File: config.mk
export PLATFORM = sky130hd
export DESIGN_NAME = freq_scan_ctrl
export DESIGN_NICKNAME = d
export VERILOG_FILES = /design/src/rtl/freq_scan_ctrl.sv
export SDC_FILE = /design/constraint.sdc
export NUM_CORES = 1
export LEC_CHECK = 0
export CORE_MARGIN = 10
export CORE_UTILIZATION = 45
export DETAILED_ROUTE_END_ITERATION = 7
export DONT_BUFFER_PORTS = 1
export MAX_ROUTING_LAYER = met4
export PLACE_DENSITY = 0.68
export SETUP_SLACK_MARGIN = 0.5
export SLEW_MARGIN = 20
export SYNTH_ARGS = -nofsm -noshare
export SYNTH_HDL_FRONTEND = slang
export SYNTH_SLANG_ARGS = --single-unit
export TNS_END_PERCENT = 50
File: constraint.sdc
create_clock -name clk -period 3.5 [get_ports clk]
set_input_delay 0.525 -clock clk [delete_from_list [all_inputs] [get_ports clk]]
set_output_delay 0.525 -clock clk [all_outputs]
set_load 0.01 [all_outputs]
File: src/rtl/freq_scan_ctrl.sv
// Frame sequencer for the frequency-bin accumulator: scans the magnitude RAM into the
// accumulator write port, then pulses start and reports done; queues one early frame.
module freq_scan_ctrl #(
  parameter int N_POINTS = 1024,
  parameter int ADDR_W   = 10,
  parameter int MAG_W    = 24,
  parameter int RD_LAT   = 1
) (
  input  logic              clk,
  input  logic              rst_n,
  input  logic              enable,
  input  logic              frame_rdy,
  output logic              mag_rd_en,
  output logic [ADDR_W-1:0] mag_raddr,
  input  logic [MAG_W-1:0]  mag_rdata,
  output logic              cnt_we,
  output logic [ADDR_W-1:0] cnt_addr,
  output logic [MAG_W-1:0]  cnt_mag,
  output logic              cnt_start,
  output logic              busy,
  output logic              done,
  output logic [7:0]        overrun_cnt
);

  typedef enum logic [2:0] {IDLE, SCAN, DRAIN, LATCH, SETTLE, DONE} state_t;

  localparam int DCW = (RD_LAT > 1) ? $clog2(RD_LAT) : 1;
  localparam logic [ADDR_W-1:0] LAST_ADDR  = ADDR_W'(N_POINTS - 1);
  localparam logic [DCW-1:0]    DRAIN_LAST = DCW'(RD_LAT - 1);

  state_t          state_reg;
  logic            pending_reg;
  logic [DCW-1:0]  drain_cnt_reg;
  logic            start_scan;
  logic            queue_frame;

  // A frame that does not immediately start a scan is queued (or dropped if one already waits).
  assign start_scan  = (state_reg == IDLE) && enable && (frame_rdy || pending_reg);
  assign queue_frame = frame_rdy && !start_scan;

  always_ff @(posedge clk or negedge rst_n) begin
    if (!rst_n) begin
      state_reg     <= IDLE;
      mag_rd_en     <= 1'b0;
      mag_raddr     <= '0;
      cnt_start     <= 1'b0;
      busy          <= 1'b0;
      done          <= 1'b0;
      drain_cnt_reg <= '0;
    end else begin
      cnt_start <= 1'b0;
      done      <= 1'b0;
      case (state_reg)
        IDLE: begin
          if (start_scan) begin
            state_reg <= SCAN;
            mag_rd_en <= 1'b1;
            mag_raddr <= '0;
            busy      <= 1'b1;
          end
        end
        SCAN: begin
          if (mag_raddr == LAST_ADDR) begin
            state_reg     <= DRAIN;
            mag_rd_en     <= 1'b0;
            drain_cnt_reg <= '0;
          end else begin
            mag_raddr <= mag_raddr + ADDR_W'(1);
          end
        end
        DRAIN: begin
          // Wait for the last read to emerge from the RAM before latching the bins.
          if (drain_cnt_reg == DRAIN_LAST) begin
            state_reg <= LATCH;
            cnt_start <= 1'b1;
          end else begin
            drain_cnt_reg <= drain_cnt_reg + DCW'(1);
          end
        end
        LATCH: begin
          state_reg <= SETTLE;
        end
        SETTLE: begin
          state_reg <= DONE;
          done      <= 1'b1;
        end
        DONE: begin
          state_reg <= IDLE;
          busy      <= 1'b0;
        end
        default: begin
          state_reg <= IDLE;
          mag_rd_en <= 1'b0;
          busy      <= 1'b0;
        end
      endcase
    end
  end

  always_ff @(posedge clk or negedge rst_n) begin
    if (!rst_n) begin
      pending_reg <= 1'b0;
      overrun_cnt <= 8'd0;
    end else if (start_scan) begin
      if (!frame_rdy) pending_reg <= 1'b0;
    end else if (queue_frame) begin
      if (!pending_reg) begin
        pending_reg <= 1'b1;
      end else if (overrun_cnt != 8'hFF) begin
        overrun_cnt <= overrun_cnt + 8'd1;
      end
    end
  end

  // Read enable and address are delayed to line up with the RAM data.
  logic [ADDR_W:0] dl_in;
  assign dl_in = {mag_rd_en, mag_raddr};

  for (genvar gi = 0; gi < RD_LAT; gi++) begin : g_dl
    logic [ADDR_W:0] stage_reg;
    if (gi == 0) begin : g_first
      always_ff @(posedge clk or negedge rst_n) begin
        if (!rst_n) stage_reg <= '0;
        else        stage_reg <= dl_in;
      end
    end else begin : g_next
      always_ff @(posedge clk or negedge rst_n) begin
        if (!rst_n) stage_reg <= '0;
        else        stage_reg <= g_dl[gi-1].stage_reg;
      end
    end
  end

  assign {cnt_we, cnt_addr} = g_dl[RD_LAT-1].stage_reg;
  assign cnt_mag            = mag_rdata;

endmodule

==> flow_summary.json <==
{
  "netlist_area_um2": 1814,
  "grt_overflow": 0,
  "slowest_delay_ns": 0.55,
  "final-setup-viol-count": 0,
  "critPathMaxFanout": 14,
  "grt_pass1_vias": 1124,
  "final_antenna_net_count": 0,
  "timing.final.hold_violations": 0,
  "crit_path_start_kind": "register",
  "drt_pass1_iterations": 4,
  "synth_flop_cell": "dfrtp_1",
  "clk_pin_slew_worst_paths_ns": 0.07,
  "die_area_um2": 6971,
  "hp-class": "in -> async",
  "io_pins": 85,
  "cts_post_setup_buffers_inserted": 0,
  "top_layer_used": "met4",
  "critical_path_buf_inv_count": 0,
  "antenna_cells_inserted": 0,
  "gp_congestion": 0.8382,
  "place_hpwl_mm": 2.780,
  "timing.critical_path.required_ns": 3.67,
  "setup-tns-final_ns": 0,
  "grt_start_max_net_pins": 38,
  "cts-root-to-sink-buffers": 2,
  "largest_register_ffs": 11,
  "synthArstFlopShare_pct": 100.0,
  "floorplan.die.height_um": 83.50,
  "cp_slowest_cell": "nor4b_1",
  "max_vdd_drop_uv": 195.1,
  "timing.critical_path.to_type": "register",
  "cts_root_buffer": "clkbuf_8",
  "ys.warnings.count": 0,
  "met1_length_mm": 1.456,
  "wire_length_of_the_first_global_routing_pass_mm": 6.141,
  "dr_wl_met3_um": 431,
  "final.setup.worst_slack_ns": 1.509,
  "cp_data_arrival_time_ns": 2.16,
  "max_slew_margin_pct": 56.90,
  "io_buffers": 0,
  "dr.first_iter.drc_count": 56,
  "finish.net_count": 178,
  "tritoncts_num_sinks": 37,
  "worstMarginPinSlew_ns": 0.6437,
  "worst_hold_slack_ns": 0.07446,
  "worst_skew_pair.late_latency_ns": 0.28,
  "syn-instance-count": 168,
  "max_cap_violations": 0,
  "detailroute.wirelength.met2_mm": 1.793,
  "post_drt_wl_per_cell_um": 19.12,
  "initial_utilization_pct": 46.02,
  "synthToLayoutAreaGrowth_pct": -2.069,
  "cell_family_with_most_cp_delay": "simple AND/OR/NAND/NOR gates",
  "timing.final.crit_period_ns": 1.991,
  "yosysSeqAreaShare_pct": 51.03,
  "total_number_of_vias": 1142,
  "cts-buffers-inserted": 5,
  "totalWireLength_mm": 3.767,
  "finalMaxSlewViolations": 0,
  "skew_ns": 0.004055,
  "post-route-period-util_pct": 56.87,
  "path_cells": "nor4b_1 > a311o_1 > mux2_4",
  "synth_enable_flop_cells": 0,
  "core-area_um2": 3943,
  "tritoncts": "done",
  "synth_seq_cells": 37,
  "p_total_mw": 0.9315,
  "detailedPlace.worstSlack_ns": 1.376,
  "gr-usage-all-layers_pct": 11.08,
  "timing.fmax_mhz": 502.4,
  "antenna_violations_before_repair": 0,
  "cts-htree-levels": 2,
  "p_leak_nw": 0.7906,
  "ys_types": 39,
  "setup.worst_path.class": "reg -> reg",
  "fp.dieW_um": 83.50,
  "syn_nets": 199,
  "fraction_of_layout_instances_using_a_drive_strength_above_1_pct": 10.88,
  "unrepaired_setup_endpoints_after_global_routing": "no",
  "synthesis.area_per_instance_um2": 10.80,
  "core.rowCount": 23,
  "drcViolationCount": 0,
  "via_per_inst": 5.797,
  "power_density_nw_per_um2": 524.3,
  "outcome": "completed"
}
-- report_power, final --
group | internal [mW] | total, mW | switching, mW
clock | 0.156 | 0.294 | 0.138
combinational | 0.0456 | 0.0919 | 0.0463
sequential | 0.465 | 0.545 | 0.0805
total | 0.667 | 0.931 | 0.265
-- placed cells by master, fill, tap and decap left out, types with 3 or more instances in the layout --
master / instances
nand3_1: 3
nand4_1: 4
mux2i_1: 3
nand2_1: 12
xor2_1: 6
nor2_1: 15
inv_1: 5
clkbuf_8: 6
dfrtp_1: 37
a31oi_1: 7
a21oi_1: 8
o21ai_0: 6
ha_1: 3
-- metrics by stage --
step	cell area (um^2)	std cells	util, %
CTS	1772	197	44.94
global placement	1665	189	42.24
detailed placement	1665	189	42.24
floorplan	1814	168	-
finish	1777	197	45.07
global route	1777	197	45.07
-- worst paths after layout --
| check | from | to | slack (ns) | cells past startpoint |
|---|---|---|---|---|
| max reg2reg | state_reg[0] | overrun_cnt[1] | 1.51 | 3 |
| min | rst_n | overrun_cnt[6] | 0.07 | 1 |
| max | state_reg[0] | overrun_cnt[1] | 1.51 | 3 |
| min in group clk | frame_rdy | pending_reg | 0.40 | 2 |
| min reg2reg | mag_rd_en | g_dl[0].stage_reg[10] | 0.51 | 0 |
| max in group asynchronous | rst_n | g_dl[0].stage_reg[0] | 3.24 | 1 |
-- metal layers --
layer / GRT usage, % / vias up
met5: - / -
met4: 4.414 / 0
met3: 6.738 / 16
met2: 16.36 / 60
met1: 11.82 / 548
li1: - / 518
-- cell families after synthesis --
family | count (synthesis) | synth area share (%)
buffers and inverters | 34 | 12.69
AO/OA/AOI/OAI | 30 | 11.45
adder cells (fa/ha/maj) | 3 | 2.069
XOR/XNOR | 7 | 3.379
flip-flops | 37 | 51.03
multiplexers | 4 | 2.483
AND/OR/NAND/NOR | 53 | 16.90
-- synthesized netlist by cell type, drive strengths merged (3+ instances only) --
cell type,instances,area (um^2)
buf,29,211.5
ha,3,37.54
a21oi,8,40.04
dfrtp,37,925.9
nand4,4,25.02
o21ai,6,30.03
nor2,15,56.30
a31oi,7,43.79
nor3,3,26.28
nand2,12,45.04
mux2i,3,30.03
nand3,5,35.03
inv,5,18.77
xor2,6,52.55
-- final cells by class --
class	count	area, um^2
flip-flops and latches	37	925.9
repair buffers	1	20.02
fillers	353	2166
clock buffers	7	86.33
well taps	50	62.56
multi-input cells	97	663.1
inverters	5	18.77
-- what timing repair did --
action | in CTS | in global routing
hold buffers | 1 | 0
gates resized for setup | 0 | 0
endpoints found under the hold margin | 37 | 0
endpoints found under the setup margin | 0 | 0
Power figures use the tool's default switching activity.
